[config.mk]
export PLATFORM = sky130hd
export DESIGN_NAME = store_result_monitor
export DESIGN_NICKNAME = d
export VERILOG_FILES = /design/src/rtl/store_result_monitor.sv
export SDC_FILE = /design/constraint.sdc
export NUM_CORES = 1
export LEC_CHECK = 0
export ABC_AREA = 0
export BUFFER_PORTS_ARGS = -buffer_cell sky130_fd_sc_hd__buf_4
export CORE_ASPECT_RATIO = 1.75
export CORE_UTILIZATION = 30
export DETAILED_ROUTE_END_ITERATION = 7
export GPL_ROUTABILITY_DRIVEN = 1
export PLACE_DENSITY = 0.61
export SYNTH_ARGS = -nofsm -noshare
export SYNTH_HDL_FRONTEND = slang
export SYNTH_SLANG_ARGS = --single-unit
[constraint.sdc]
create_clock -name clk -period 3.1 [get_ports clk]
set_input_delay 0.155 -clock clk [delete_from_list [all_inputs] [get_ports clk]]
set_output_delay 0.155 -clock clk [all_outputs]
set_load 0.02 [all_outputs]
[src/rtl/store_result_monitor.sv]
// store_result_monitor
// Watches the processor's data-memory write bus and reaches a sticky pass/fail
// verdict for a self-checking test program. A store of PASS_DATA to PASS_ADDR
// passes. Any store to an address other than PASS_ADDR or ALLOW_ADDR fails.
// A wrong value stored at PASS_ADDR fails. Running for TIMEOUT cycles without a
// verdict also fails. All outputs come straight from registers.
module store_result_monitor #(
    parameter logic [31:0] PASS_ADDR  = 32'd84,
    parameter logic [31:0] PASS_DATA  = 32'd7,
    parameter logic [31:0] ALLOW_ADDR = 32'd80,
    parameter int          TIMEOUT    = 1000,
    parameter int          CNT_W      = 16
) (
    input  logic             clk,
    input  logic             reset,
    input  logic             memwrite,
    input  logic [31:0]      dataadr,
    input  logic [31:0]      writedata,
    output logic             done,
    output logic             pass,
    output logic             fail,
    output logic [1:0]       fail_code,
    output logic [CNT_W-1:0] store_count,
    output logic [31:0]      cap_addr,
    output logic [31:0]      cap_data
);

    typedef enum logic [1:0] {
        ST_RUN  = 2'd0,
        ST_PASS = 2'd1,
        ST_FAIL = 2'd2
    } state_t;

    localparam logic [1:0] CODE_NONE     = 2'd0;
    localparam logic [1:0] CODE_BAD_ADDR = 2'd1;
    localparam logic [1:0] CODE_BAD_DATA = 2'd2;
    localparam logic [1:0] CODE_TIMEOUT  = 2'd3;

    // Counter value seen on the edge that completes the TIMEOUT-th RUN cycle.
    localparam logic [CNT_W-1:0] CYC_LAST  = CNT_W'(TIMEOUT - 1);
    localparam logic [CNT_W-1:0] CNT_MAX   = {CNT_W{1'b1}};

    state_t             r_state;
    state_t             w_state_nxt;
    logic [1:0]         r_fail_code;
    logic [1:0]         w_fail_code_nxt;
    logic [CNT_W-1:0]   r_cycle;
    logic [CNT_W-1:0]   r_store_count;
    logic [31:0]        r_cap_addr;
    logic [31:0]        r_cap_data;
    logic               w_in_run;
    logic               w_store_run;
    logic               w_hit_pass_addr;
    logic               w_hit_allow_addr;
    logic               w_cap_load;
    logic               w_cycle_inc;

    // Counter increment that sticks at all-ones instead of wrapping.
    function automatic logic [CNT_W-1:0] sat_inc(input logic [CNT_W-1:0] val);
        if (val == CNT_MAX) begin
            return val;
        end
        return val + 1'b1;
    endfunction

    assign w_in_run         = (r_state == ST_RUN);
    assign w_store_run      = w_in_run && memwrite;
    // The PASS_ADDR compare is tested first below, so it wins when the two
    // addresses are configured equal.
    assign w_hit_pass_addr  = (dataadr == PASS_ADDR);
    assign w_hit_allow_addr = (dataadr == ALLOW_ADDR);

    // Next-state and verdict decision; a store verdict takes precedence over timeout.
    always_comb begin
        w_state_nxt     = r_state;
        w_fail_code_nxt = r_fail_code;
        w_cap_load      = 1'b0;
        w_cycle_inc     = 1'b0;
        case (r_state)
            ST_RUN: begin
                if (memwrite && w_hit_pass_addr) begin
                    w_cap_load = 1'b1;
                    if (writedata == PASS_DATA) begin
                        w_state_nxt     = ST_PASS;
                        w_fail_code_nxt = CODE_NONE;
                    end else begin
                        w_state_nxt     = ST_FAIL;
                        w_fail_code_nxt = CODE_BAD_DATA;
                    end
                end else if (memwrite && !w_hit_allow_addr) begin
                    w_cap_load      = 1'b1;
                    w_state_nxt     = ST_FAIL;
                    w_fail_code_nxt = CODE_BAD_ADDR;
                end else if (r_cycle == CYC_LAST) begin
                    w_state_nxt     = ST_FAIL;
                    w_fail_code_nxt = CODE_TIMEOUT;
                end else begin
                    w_cycle_inc = 1'b1;
                end
            end
            ST_PASS: begin
                w_state_nxt = ST_PASS;
            end
            ST_FAIL: begin
                w_state_nxt = ST_FAIL;
            end
            default: begin
                w_state_nxt     = ST_RUN;
                w_fail_code_nxt = CODE_NONE;
            end
        endcase
    end

    // State register and fail code; PASS/FAIL hold until reset.
    always_ff @(posedge clk) begin
        if (!reset) begin
            r_state     <= ST_RUN;
            r_fail_code <= CODE_NONE;
        end else begin
            r_state     <= w_state_nxt;
            r_fail_code <= w_fail_code_nxt;
        end
    end

    // RUN cycle counter, frozen once a verdict is reached.
    always_ff @(posedge clk) begin
        if (!reset) begin
            r_cycle <= '0;
        end else if (w_cycle_inc) begin
            r_cycle <= r_cycle + 1'b1;
        end
    end

    // Saturating count of every store sampled in RUN, verdict store included.
    always_ff @(posedge clk) begin
        if (!reset) begin
            r_store_count <= '0;
        end else if (w_store_run) begin
            r_store_count <= sat_inc(r_store_count);
        end
    end

    // Capture of the verdict-causing store; stays zero on a timeout verdict.
    always_ff @(posedge clk) begin
        if (!reset) begin
            r_cap_addr <= '0;
            r_cap_data <= '0;
        end else if (w_cap_load) begin
            r_cap_addr <= dataadr;
            r_cap_data <= writedata;
        end
    end

    assign pass        = (r_state == ST_PASS);
    assign fail        = (r_state == ST_FAIL);
    assign done        = pass | fail;
    assign fail_code   = r_fail_code;
    assign store_count = r_store_count;
    assign cap_addr    = r_cap_addr;
    assign cap_data    = r_cap_data;

endmodule
---- Word level (Yosys, flattened, before mapping) ----
Cells that the tools add are included.
word-level totals
  register bits ........................... 100
  input bits .............................. 67
  output and inout port bits .............. 85
  word-level logic and storage cells ...... 48
operators by class
  add/sub/neg operators ................... 2
  equality and inequality tests ........... 9
  mux-type cells .......................... 21
  bitwise operators ....................... 2
  reduce and logical (&&, ||, !) cells .... 8
operator list
  cell                                                   number
  equality test 32 x 7 -> 1 bit, second input constant   2
  adder 16 x 1 -> 16 bit, second input constant          2
  equality test 32 x 3 -> 1 bit, second input constant   1
  equality test 16 x 10 -> 1 bit, second input constant  1
  equality test 16 bit, second input constant            1
  two-way mux 16 bit                                     1
  two-way mux 2 bit                                      8
  two-way mux 1 bit                                      10
  case mux 2 bit (3 select lines)                        1
  inequality test 4 x 1 -> 1 bit, second input constant  1
  case mux 2 bit (2 select lines)                        1
  AND reduction 2 bit                                    2
  logical AND 1 bit                                      3
  equality test 2 x 1 -> 1 bit, second input constant    1
  equality test 2 bit, second input constant             1
  logical NOT 2 bit                                      1
  inequality test 2 bit, second input constant           1
  OR reduction 2 bit                                     1
  logical NOT 1 bit                                      1
  NOT 1 bit                                              1
  bitwise OR 1 bit                                       1

---- Depth between registers and ports, before layout ----
  word-level depth ........................ 6
  depth in mapped cells ................... 8
  depth with buffers taken out ............ 8

---- Worst setup path before layout ----
No wires, ideal clock.
  path kind ............................... reg-to-reg
  start ................................... register r_store_count[3], in the netlist store_count[3]
  end ..................................... register r_store_count[2], in the netlist store_count[2]
  setup time .............................. 0.128 ns
  arrival time ............................ 1.869 ns
  required time ........................... 2.972 ns
  setup slack ............................. 1.103 ns
  stages on the path, launching flop included .. 7
  buffers on the path ..................... 0
  clock period less this slack ............ 1.997 ns
  cells stage by stage .................... dfxtp_1 > and4_1 > nand3_1 > or4_1 > and3_1 > xnor2_1 > nor2_1
between the ends
  word-level cells in the longest chain between the ends .. 6
RTL lines
  item                                 line  RTL
  from (decl)                          48    logic [CNT_W-1:0] r_store_count;
  from (signal assigned)               139   r_store_count <= sat_inc(r_store_count);
  equality test 16 bit (*)             60    if (val == CNT_MAX) begin
  two-way mux 1 bit                    60
  two-way mux 1 bit                    138   end else if (w_store_run) begin
  two-way mux 1 bit                    136   if (!reset) begin
  inequality test 2 bit (no line) (*)  -
  AND reduction 2 bit (no line) (*)    -
Every way passes the cells marked *; elsewhere a longest branch is shown, timed or not. The select of a mux whose other input is x is not followed.
A chain may end at the register's enable or synchronous reset.

---- Final worst setup path ----
  start ................................... input dataadr[28]
  end ..................................... register r_cycle[15]
between the ends
  word-level cells in the longest chain between the ends .. 6
  elaborated cells on any way between the ends .. 8
  classes of those cells .................. eq/ne: 2; mux: 3; reduce/logical: 3
RTL lines
  item                           line  RTL
  from (decl)                    17    input logic [31:0] dataadr,
  equality test 32 x 7 -> 1 bit  71    assign w_hit_allow_addr = (dataadr == ALLOW_ADDR);
  logical NOT 1 bit              90    end else if (memwrite && !w_hit_allow_addr) begin
  logical AND 1 bit              90
  two-way mux 1 bit              90
  two-way mux 1 bit (*)          81    if (memwrite && w_hit_pass_addr) begin
  two-way mux 1 bit (*)          79    case (r_state)
  to (signal assigned)           130   r_cycle <= r_cycle + 1'b1;
  to (decl)                      47    logic [CNT_W-1:0] r_cycle;
Every way passes the cells marked *; elsewhere a longest branch is shown, timed or not.

==> metrics.txt <==
Post-CTS Resized=0; HPWL after DPL=9070 um; worst rel slew slack=0.466; metal2 WL=6250 um; met3 wire length=592 um; Avg WL per Cell=14.5 um; Skew-Pair Late Insertion Delay=340 ps; worst setup path class=input port to register; f_max=452 MHz; Die Height=157 um; Non-Filler Instances=827; clk buf depth=2; layout cell share with drive strength beyond 1=0.271; setup repair bufs after CTS=0; DR iter-0 viols=183; die area=0.0141 mm^2; Routability Congestion=0.820; DRC=0; Tmin final=2210 ps; HP Class=input port to register; top sig layer=met4; Yosys warning total=0; Yosys reg bits=100; drt pass-1 iters=4; Tot Pwr=3060 uW; CP arrival=2480 ps; Setup crit end kind=register; VDD IR max=0.294 mV; Slew Limit Fails=0; RSZ-0062 raised after global routing=no; post-synth cell types=36; number of buffers created by CTS=9; Syn Std Cell Area=0.00410 mm^2; Placement Cell Area=0.00540 mm^2; largest net degree at the start of global routing=60; Post-Syn Nets=581; grt total ovfl=0; met1 wire length=4660 um; Worst-Margin Slew=799 ps; Clock transition at path regs=70 ps; CTS sink cnt=100; Clock Tree Root=clkbuf_16; initial antenna violation count=0; Die X=90.3 um; Top Ports=152; # hold bufs at CTS=0; Fin Clk Skew=6.39 ps; fin crit share=0.713; top fanout value on the critical path=15; P_leak=0.00231 uW; Syn Area/Cell=8.05 um^2; worst endpoint required time=3370 ps; ANT cells=0; vias in the first global route=3927; Cell Rows=56; Max Cap Viol=0; IO Port Bufs=151; vias per inst=4.96; PD cells=537 mW/mm^2; via count=4099; cells after synthesis=509; Seq/Total Area, Yosys=0.489; CTS H-Tree Depth=3; total wire length=12000 um; startpoint types=input port; Routed Antenna Nets=0; outcome=finished clean; Cells after DPL=812; synthesis-to-finish area growth=39.3%; design area=0.00570 mm^2; final setup TNS=0 ps; Final Hold Fails=0; global-route wire length before repair=19100 um; GRT Total Usage=0.170; CTS tree=yes; area of the core=0.0134 mm^2; starting density of the core=0.306; final setup vio count=0; # nets final=721
## Yosys cell counts
cell	n	area [um^2]
buf_6	1	11.3
or4_1	4	30.0
nor4_2	1	12.5
xor2_1	6	52.6
nor3_1	7	35.0
nand2b_1	6	37.5
and2_4	1	8.76
mux2i_1	5	50.1
buf_2	7	35.0
nand3_1	15	75.1
o311a_4	1	21.3
and4b_1	1	10.0
nor2_1	22	82.6
nor4bb_1	1	10.0
or3_1	3	18.8
o31ai_1	4	30.0
nor4_1	22	138
a31oi_1	1	6.26
or4b_1	1	10.0
nand4_1	14	87.6
ha_1	5	62.6
o211ai_1	1	7.51
and3_1	3	18.8
and4_1	2	17.5
o21ai_0	6	30.0
dfxtp_1	100	2000
clkbuf_1	19	71.3
xnor2_1	13	114
a311oi_1	1	8.76
a21oi_1	74	370
nand2_1	149	559
nor3b_1	1	7.51
nand3b_1	1	7.51
o21ai_2	1	8.76
and2_1	4	25.0
inv_1	6	22.5
## flip-flops by register name, indices dropped and copies added, names as in the netlist
signal / flops
cap_addr: 32
cap_data: 32
fail_code: 2
r_cycle: 16
r_state: 2
store_count: 16
## power by group
group / internal [uW] / total [uW] / switching [uW]
registers: 1360 / 1400 / 42.5
clock network: 667 / 1140 / 469
logic: 220 / 528 / 308
total: 2250 / 3060 / 819
## layer usage
| metal | global-route usage | vias to the layer above |
|---|---|---|
| met2 | 0.302 | 135 |
| li1 | - | 2029 |
| met3 | 0.0379 | 36 |
| met1 | 0.187 | 1899 |
| met4 | 0.0929 | 0 |
| met5 | 0 | - |
## per-stage QoR
stage	hold slack (ps)	worst slack, ps	util
4_1_cts	50.9	932	0.426
6_report	63.2	890	0.426
3_3_place_gp	416	636	0.404
3_5_place_dp	422	574	0.404
2_1_floorplan	291	1100	-
5_1_grt	53.8	754	0.426
## final cells by class
class / count / area [um^2]
flip-flops and latches: 100 / 2000
clock buffers: 12 / 256
well taps: 174 / 218
repair buffers: 156 / 1200
fillers: 1377 / 7680
inverters: 6 / 22.5
clock inverters: 3 / 46.3
multi-input cells: 376 / 1960
## worst max-delay path, stage by stage
cell	delay (ps)
buf_4	110
nor4_1	490
nand4_1	250
o21ai_2	350
nand2_1	370
or4_1	590
a21oi_1	150
## cells by family after synthesis
logic type / synth area share
buffers and inverters: 0.0342
multiplexers: 0.0122
flip-flops: 0.489
adder cells (fa/ha/maj): 0.0153
AO/OA/AOI/OAI: 0.118
XOR/XNOR: 0.0406
AND/OR/NAND/NOR: 0.291
## cell usage in the layout (no fill, tap or decap), drive strengths merged
cell type  Yosys  layout
nand3         15      15
nand4         14      14
nor4bb         1       1
or4b           1       1
or3            3       3
o31ai          4       4
nor3           7       7
clkinvlp       0       1
or4            4       4
o21ai          7       7
inv            6       6
ha             5       5
and3           3       3
a311oi         1       1
o311a          1       1
clkinv         0       1
nor3b          1       1
nor2          22      22
xor2           6       6
and4b          1       1
nor4          23      23
clkbuf        19      12
mux2i          5       5
xnor2         13      13
and2           5       5
o211ai         1       1
nand2        149     149
nand2b         6       6
a21oi         74      74
a31oi          1       1
buf            8     156
dfxtp        100     100
and4           2       2
nand3b         1       1
bufinv         0       1
## worst paths after layout
check                     start           end  slack (ps)  cells after the start
hold / removal    writedata[30]  cap_data[30]          60                      3
hold reg to reg     cap_data[5]   cap_data[5]         460                      2
setup / recovery    dataadr[28]   r_cycle[15]         890                      7
setup reg to reg     r_state[0]   r_cycle[15]         950                      6
Note: power is estimated with default switching activity, not from simulation.
